File: config.mk
export PLATFORM = sky130hd
export DESIGN_NAME = kgd_fill_master
export DESIGN_NICKNAME = d
export VERILOG_FILES = /design/src/rtl/kgd_fill_master.sv
export SDC_FILE = /design/constraint.sdc
export NUM_CORES = 1
export LEC_CHECK = 0
export CAP_MARGIN = 20
export CORE_ASPECT_RATIO = 0.8
export CORE_MARGIN = 5
export CORE_UTILIZATION = 58
export DETAILED_ROUTE_END_ITERATION = 6
export PLACE_DENSITY = 0.84
export SLEW_MARGIN = 10
export SYNTH_ARGS = -nofsm -noshare
export SYNTH_HDL_FRONTEND = slang
export SYNTH_SLANG_ARGS = --single-unit
File: constraint.sdc
create_clock -name wb_clk_i -period 5.5 [get_ports wb_clk_i]
set_input_delay 1.375 -clock wb_clk_i [delete_from_list [all_inputs] [get_ports wb_clk_i]]
set_output_delay 1.375 -clock wb_clk_i [all_outputs]
set_load 0.005 [all_outputs]
File: src/rtl/kgd_fill_master.sv
// Wishbone master that fills KGD video memory via its control/data/address registers.
// Optional read-back check of every byte is compiled in with KGD_FILL_VERIFY_EN.
module kgd_fill_master #(
  parameter logic [2:0]  BASE    = 3'o0,
  parameter int unsigned GAP     = 2,
  parameter int unsigned TIMEOUT = 255
) (
  input  logic        wb_clk_i,
  input  logic        wb_rst_n_i,
  input  logic        cmd_start_i,
  input  logic [13:0] cmd_addr_i,
  input  logic [14:0] cmd_len_i,
  input  logic [7:0]  cmd_data_i,
  input  logic [7:0]  cmd_step_i,
  input  logic [1:0]  cmd_gmode_i,
  input  logic        cmd_setmode_i,
  output logic        busy_o,
  output logic        done_o,
  output logic        err_o,
  output logic [2:0]  wb_adr_o,
  output logic [15:0] wb_dat_o,
  input  logic [15:0] wb_dat_i,
  output logic        wb_cyc_o,
  output logic        wb_stb_o,
  output logic        wb_we_o,
  output logic [1:0]  wb_sel_o,
  input  logic        wb_ack_i
);
  localparam int unsigned GW = $clog2(GAP + 1);
  localparam int unsigned TW = $clog2(TIMEOUT + 1);

`ifdef KGD_FILL_VERIFY_EN
  typedef enum logic [2:0] {IDLE, MODE, ADDR, DATA, VERIFY, NEXT, GAPW, FIN} state_t;
`else
  typedef enum logic [2:0] {IDLE, MODE, ADDR, DATA, NEXT, GAPW, FIN} state_t;
`endif

  state_t      state_q, state_d, after_q, after_d;
  logic [13:0] addr_q, addr_d;
  logic [7:0]  data_q, data_d, step_q, step_d;
  logic [1:0]  gmode_q, gmode_d;
  logic [14:0] rem_q, rem_d;
  logic [GW-1:0] gcnt_q, gcnt_d;
  logic [TW-1:0] tcnt_q, tcnt_d;
  logic        busy_d, done_d, err_d, cyc_d, stb_d, we_d;
  logic [2:0]  adr_d;
  logic [15:0] dat_d;
  logic [1:0]  sel_d;
  logic        xfer_end, timed_out;

`ifdef KGD_FILL_VERIFY_EN
  logic unused_rd;
  assign unused_rd = ^wb_dat_i[15:8];
`else
  logic unused_rd;
  assign unused_rd = ^wb_dat_i;
`endif

  assign xfer_end  = wb_stb_o & wb_ack_i;
  assign timed_out = wb_stb_o & ~wb_ack_i & (tcnt_q == TW'(TIMEOUT - 1));

  always_comb begin
    state_d = state_q;  after_d = after_q;
    addr_d  = addr_q;   data_d  = data_q;  step_d = step_q;
    gmode_d = gmode_q;  rem_d   = rem_q;   gcnt_d = gcnt_q;
    tcnt_d  = wb_stb_o ? tcnt_q + TW'(1) : tcnt_q;
    busy_d  = busy_o;   done_d  = 1'b0;    err_d  = err_o;
    cyc_d   = wb_cyc_o; stb_d   = wb_stb_o; we_d  = wb_we_o;
    adr_d   = wb_adr_o; dat_d   = wb_dat_o; sel_d = wb_sel_o;

    case (state_q)
      IDLE: if (cmd_start_i) begin
        addr_d  = cmd_addr_i;  data_d = cmd_data_i; step_d = cmd_step_i;
        gmode_d = cmd_gmode_i; rem_d  = cmd_len_i;
        err_d   = 1'b0;        busy_d = 1'b1;
        if (cmd_setmode_i)        state_d = MODE;
        else if (cmd_len_i == '0) state_d = FIN;
        else                      state_d = ADDR;
      end
      MODE: if (xfer_end) begin
        after_d = (rem_q == '0) ? FIN : ADDR;
        state_d = GAPW;  gcnt_d = GW'(GAP);
      end
      ADDR: if (xfer_end) begin
        after_d = DATA;  state_d = GAPW;  gcnt_d = GW'(GAP);
      end
`ifdef KGD_FILL_VERIFY_EN
      DATA: if (xfer_end) begin
        after_d = VERIFY;  state_d = GAPW;  gcnt_d = GW'(GAP);
      end
      VERIFY: if (xfer_end) begin
        if (wb_dat_i[7:0] != data_q) err_d = 1'b1;
        state_d = NEXT;
      end
`else
      DATA: if (xfer_end) state_d = NEXT;
`endif
      // NEXT doubles as the first idle cycle, so GAPW only covers the rest of the gap
      NEXT: begin
        addr_d  = addr_q + 14'd1;
        data_d  = data_q + step_q;
        rem_d   = rem_q - 15'd1;
        after_d = (rem_q == 15'd1) ? FIN : ADDR;
        state_d = GAPW;
        gcnt_d  = GW'(GAP - 1);
      end
      GAPW: if (gcnt_q <= GW'(1)) state_d = after_q;
            else gcnt_d = gcnt_q - GW'(1);
      FIN: begin
        done_d = 1'b1;  busy_d = 1'b0;  state_d = IDLE;
      end
      default: state_d = IDLE;
    endcase

    if (timed_out) begin
      state_d = FIN;  err_d = 1'b1;
    end
    if (xfer_end || timed_out) begin
      cyc_d = 1'b0;  stb_d = 1'b0;  we_d = 1'b0;
    end

    // Bus registers are loaded on the edge that enters a bus state, using the
    // freshly latched command values when coming straight from IDLE.
    if (state_d != state_q) begin
      case (state_d)
        MODE: begin
          cyc_d = 1'b1; stb_d = 1'b1; we_d = 1'b1; tcnt_d = '0;
          adr_d = BASE; dat_d = {gmode_d, 14'b0}; sel_d = 2'b10;
        end
        ADDR: begin
          cyc_d = 1'b1; stb_d = 1'b1; we_d = 1'b1; tcnt_d = '0;
          adr_d = BASE + 3'd4; dat_d = {2'b0, addr_d}; sel_d = 2'b11;
        end
        DATA: begin
          cyc_d = 1'b1; stb_d = 1'b1; we_d = 1'b1; tcnt_d = '0;
          adr_d = BASE + 3'd2; dat_d = {8'h00, data_d}; sel_d = 2'b01;
        end
`ifdef KGD_FILL_VERIFY_EN
        VERIFY: begin
          cyc_d = 1'b1; stb_d = 1'b1; we_d = 1'b0; tcnt_d = '0;
          adr_d = BASE + 3'd2; sel_d = 2'b11;
        end
`endif
        default: ;
      endcase
    end
  end

  always_ff @(posedge wb_clk_i or negedge wb_rst_n_i) begin
    if (!wb_rst_n_i) begin
      state_q  <= IDLE;  after_q <= IDLE;
      addr_q   <= '0;    data_q  <= '0;  step_q <= '0;
      gmode_q  <= '0;    rem_q   <= '0;  gcnt_q <= '0;  tcnt_q <= '0;
      busy_o   <= 1'b0;  done_o  <= 1'b0; err_o <= 1'b0;
      wb_cyc_o <= 1'b0;  wb_stb_o <= 1'b0; wb_we_o <= 1'b0;
      wb_adr_o <= '0;    wb_dat_o <= '0;   wb_sel_o <= 2'b00;
    end else begin
      state_q  <= state_d;  after_q <= after_d;
      addr_q   <= addr_d;   data_q  <= data_d;  step_q <= step_d;
      gmode_q  <= gmode_d;  rem_q   <= rem_d;   gcnt_q <= gcnt_d;  tcnt_q <= tcnt_d;
      busy_o   <= busy_d;   done_o  <= done_d;  err_o  <= err_d;
      wb_cyc_o <= cyc_d;    wb_stb_o <= stb_d;  wb_we_o <= we_d;
      wb_adr_o <= adr_d;    wb_dat_o <= dat_d;  wb_sel_o <= sel_d;
    end
  end
endmodule

Word level (Yosys, flattened, before mapping)
Index checks and enable logic that the tools add are counted.

Register bits after elaboration: 90. Input port bits: 68. Output and inout bits: 27. Word-level logic and storage cells: 110.

$add $sub $neg: 5. Magnitude comparators: 1. Equal/unequal tests: 17. Multiplexer cells: 45. Bitwise operators: 4. Reductions and logical operators: 20.

Operator list (count): 16-bit case mux with 3 select lines (1); 3-bit 2-to-1 mux (11); 8-bit 2-to-1 mux (4); 15-bit zero test (2); 15-bit case mux with 2 select lines (1); 14-bit case mux with 2 select lines (1); 3-bit case mux with 3 select lines (2); 8-bit case mux with 2 select lines (1); 15-bit by 1-bit == test with 1-bit output (second input constant) (1); 15-bit 2-to-1 mux (1); 3-bit case mux with 5 select lines (1); 15-bit by 1-bit subtractor with 15-bit output (second input constant) (1); 14-bit by 1-bit adder with 14-bit output (second input constant) (1); 1-bit 2-to-1 mux (14); 14-bit 2-to-1 mux (1); 3-bit by 2-bit == test with 1-bit output (second input constant) (4); 2-bit case mux with 3 select lines (2); 2-bit AND reduction (5); 3-bit == test (second input constant) (3); 3-bit nonzero test (3); 8-bit by 1-bit adder with 8-bit output (second input constant) (1); 8-bit adder (1); 8-bit == test (second input constant) (1); 2-bit 2-to-1 mux (4); other kinds (15) (25).

Depth between registers and ports, before layout
Depth after elaboration: 10. Depth in mapped cells: 9.

Least setup slack after synthesis
Ideal clock, no wire load.

Path kind: in2reg. From: in cmd_len_i[8]. To: reg wb_dat_o[3]. Library setup time: 127 ps. Arrival time: 2961 ps. Required time: 5373 ps. Slack: 2412 ps. Cell stages on the path: 7. Path buffers: 1. Path through: or4_1 -> nor4_1 -> nand4b_1 -> and3_1 -> clkbuf_1 -> o211a_1 -> mux2_1.

Cells in the longest elaborated chain, start to end: 9. Elaborated cells on any way between the ends: 13. Those cells by class: 4 x eq/ne; 6 x mux; 3 x reduce/logical.

Ends and longest elaborated chain: start, declared (line 12) `input logic [14:0] cmd_len_i,`; 15-bit zero test (*) (line 77) `else if (cmd_len_i == '0) state_d = FIN;`; 3-bit 2-to-1 mux (*) (line 77); 3-bit 2-to-1 mux (*) (line 76) `if (cmd_setmode_i) state_d = MODE;`; 3-bit 2-to-1 mux (*) (line 72) `IDLE: if (cmd_start_i) begin`; 3-bit case mux with 5 select lines (*) (line 71) `case (state_q)`; 3-bit 2-to-1 mux (*) (line 115) `if (timed_out) begin`; 3-bit by 2-bit == test with 1-bit output / 3-bit by 1-bit == test with 1-bit output (equally long branches) (line 125) `case (state_d)`; 3-bit nonzero test (no line); 2-bit AND reduction (no line); end signal, assigned (line 163) `wb_adr_o <= adr_d; wb_dat_o <= dat_d; wb_sel_o <= sel_d;`; end, declared (line 21) `output logic [15:0] wb_dat_o,`.

Mark *: on every way between the ends. The rest lies on a longest branch, timed or not. A chain may end at the register's enable or synchronous reset.

Final worst setup path
From: in wb_ack_i. To: reg wb_dat_o[8].

Cells in the longest elaborated chain, start to end: 7. Elaborated cells on any way between the ends: 15. Those cells by class: 4 x eq/ne; 5 x mux; 4 x bitwise; 2 x reduce/logical.

Ends and longest elaborated chain: start, declared (line 27) `input logic wb_ack_i`; 1-bit AND / 1-bit NOT (equally long branches) (line 59, 60); 3-bit 2-to-1 mux (tied with other cells) (line 96) `DATA: if (xfer_end) state_d = NEXT;`; 3-bit case mux with 5 select lines / 1-bit AND (equally long branches) (line 71, 60); 3-bit 2-to-1 mux (*) (line 115); net state_d[1] (line 38) `state_t state_q, state_d, after_q, after_d;`; 3-bit by 2-bit == test with 1-bit output / 3-bit by 1-bit == test with 1-bit output (equally long branches) (line 125); 3-bit nonzero test (no line); 2-bit AND reduction (no line).

Mark *: on every way through the listed nets, which the timed path passes. The rest lies on a longest branch.

==> results.py <==
metrics = {
    "setup_path": {
        "worst-path-max-fanout": 14,
        "arrival_ps": 4160,
        "required_ps": 5760,
        "worst-setup-path-type": "input pin to register",
        "endpoint_kind": "register",
        "start_kind": "input pin",
    },
    "synth": {
        "synthTopCellsByCount": "dfrtp_1 (89), nor2_1 (63), a21oi_1 (51)",
        "ys_warn_count": 0,
        "ys_types": 69,
        "synth_seq_area_share": 0.413,
        "ys_ff_latch": 89,
        "avgSynthCellArea_um2": 9.05,
        "yosysTopAreaCell": "dfrtp_1",
        "ys_top_cells_by_area": "dfrtp_1 (41%), a21oi_1 (4.7%), nor2_1 (4.4%)",
        "yosys.area.top_type_share": 0.413,
        "synth_fp_nets": 678,
        "synth_ff_type": "dfrtp_1",
        "synth_edf_count": 0,
        "netlist_instances": 596,
        "ys_async_sr_fraction": 1.00,
        "synthMostInstantiatedCell": "dfrtp_1",
        "netlist_area_um2": 5390,
    },
    "drt": {
        "first_iter_violations": 357,
        "ant_nets": 0,
        "wl_per_cell_um": 18.6,
        "drcViolationCount": 0,
        "drt_pass1_iterations": 5,
        "viasPerCell": 6.33,
        "wirelength_um": 14400,
        "vias": 4909,
    },
    "timing": {
        "min_period_over_period": 0.707,
        "finalSetupTns_ps": 0,
        "finalCriticalPeriod_ps": 3890,
        "finalHoldViolations": 0,
        "relSlewSlack": 0.326,
        "worst_slew_pin_slew_ps": 1010,
        "fmaxAchievable_mhz": 257,
        "slew_viol_final": 0,
        "setup_viol": 0,
        "finClkSkew_ps": 7.65,
        "rsz0062_at_grt": "no",
    },
    "final_layout": {
        "drive_above_1_share": 0.0788,
        "fillCellCount": 702,
        "stdcell_count": 775,
        "fin_util": 0.715,
        "nNetsFinal": 737,
        "diodes": 0,
        "syn2layout_area_growth_pct": 20.3,
    },
    "power": {
        "power.density_nw_per_um2": 609,
        "leakage_nw": 2.72,
        "p_total_mw": 3.95,
        "ir_drop_mv": 0.358,
    },
    "clocking": {
        "cts_root_buf": "clkbuf_16",
        "htreeDepth": 3,
        "cts_resized": 0,
        "clk_pin_slew_worst_paths_ps": 60,
        "cts_hold_buf": 0,
        "insertion_delay_ps": 350,
        "clock_path_buffers": 2,
        "postCtsSetupRepairBufs": 0,
        "clock-sinks": 89,
        "numCtsBuffers": 9,
        "cts_tree": "yes",
    },
    "global_routing": {
        "grt_max_degree": 60,
        "grt_pass1_wl_um": 23800,
        "antenna_found_initial": 0,
        "grt_usage": 0.262,
        "overflow": 0,
        "grt_pass1_vias": 4788,
    },
    "outcome": {
        "status": "finished clean",
    },
    "floorplanning": {
        "rows": 31,
        "die-area_um2": 11300,
        "initial_utilization": 0.594,
        "io_pins": 95,
        "die_h_um": 96.3,
        "core_um2": 9080,
        "die_w_um": 118,
    },
    "place": {
        "dp.final_hpwl_um": 9760,
        "place_inst": 759,
        "gp_congestion": 0.880,
        "port-buffer-count": 77,
    },
    "run": {
        "maxCapViolations": 0,
    },
    "hold_path": {
        "hold_path.class": "register to register",
    },
}
[placed cells by master (no fill, tap or decap), drive strengths merged, types with 19 or more instances in the layout]
cell and instances:
dfrtp 89, clkdlybuf4s50 75, nor2 63, a21oi 51, o21ai 35, nand2 34
inv 24, mux2i 23, o22ai 21, nand3 20, mux2 19
[layout make-up]
| cell class | instances | area [µm²] | area share |
|---|---|---|---|
| inverters | 24 | 90.1 | 0.0139 |
| clock buffers | 13 | 260 | 0.0401 |
| multi-input cells | 444 | 2910 | 0.449 |
| flip-flops and latches | 89 | 2230 | 0.343 |
| repair buffers | 87 | 838 | 0.129 |
| clock inverters | 3 | 15.0 | 0.00231 |
| well taps | 115 | 144 | 0.0222 |
[report_power, final]
part           internal (mW)  total (mW)  switching (mW)
registers              0.936        1.22           0.288
clock network          0.329       0.584           0.255
logic                  0.937        2.14            1.21
[stage by stage]
step / worst slack (ps) / instance area [µm²] / hold slack [ps]
6_report: 1610 / 6490 / 479
5_1_grt: 1470 / 6490 / 517
4_1_cts: 1640 / 6490 / 483
3_5_place_dp: 1310 / 6210 / 462
3_3_place_gp: 1390 / 6210 / 464
2_1_floorplan: 2410 / 5390 / 440
[sequential cells by signal (all words and copies together), names as in the netlist, 3 cells and up]
signal,cells
data_q,8
wb_dat_o,16
step_q,8
addr_q,14
tcnt_q,8
after_q,3
rem_q,15
state_q,3
[logic make-up (layout without fill, tap and decap cells)]
logic type,Yosys count,after routing,synth area share
XOR/XNOR,14,14,0.0227
adder cells (fa/ha/maj),14,14,0.0339
AND/OR/NAND/NOR,199,199,0.189
flip-flops,89,89,0.413
buffers and inverters,63,127,0.0499
other,1,1,0.000695
AO/OA/AOI/OAI,174,174,0.208
multiplexers,42,42,0.0823
[critical path, stage by stage]
cell,delay [ps]
clkdlybuf4s50_1,460
nand2b_1,210
or3_1,600
nand4_1,310
o21ai_1,160
a31oi_4,520
buf_4,300
mux2i_1,220
[final timing paths]
| kind | startpoint | to | slack [ps] | cells past startpoint |
|---|---|---|---|---|
| max in group asynchronous | wb_rst_n_i | data_q[6] | 3440 | 2 |
| worst max-delay path | wb_ack_i | wb_dat_o[8] | 1610 | 8 |
| worst min-delay path | after_q[1] | after_q[1] | 480 | 1 |
| worst max register to register | state_q[2] | wb_dat_o[8] | 2270 | 9 |
| worst min register to register | after_q[1] | after_q[1] | 480 | 1 |
| min in group asynchronous | wb_rst_n_i | wb_adr_o[2] | 980 | 1 |
[layer usage]
layer,global-route usage,vias to the layer above,share of wire
met5,0,-,0
met4,0.100,0,0.019
met3,0.0893,28,0.089
met2,0.419,226,0.47
met1,0.334,2363,0.42
li1,-,2292,-
(Power assumes the default switching activity.)
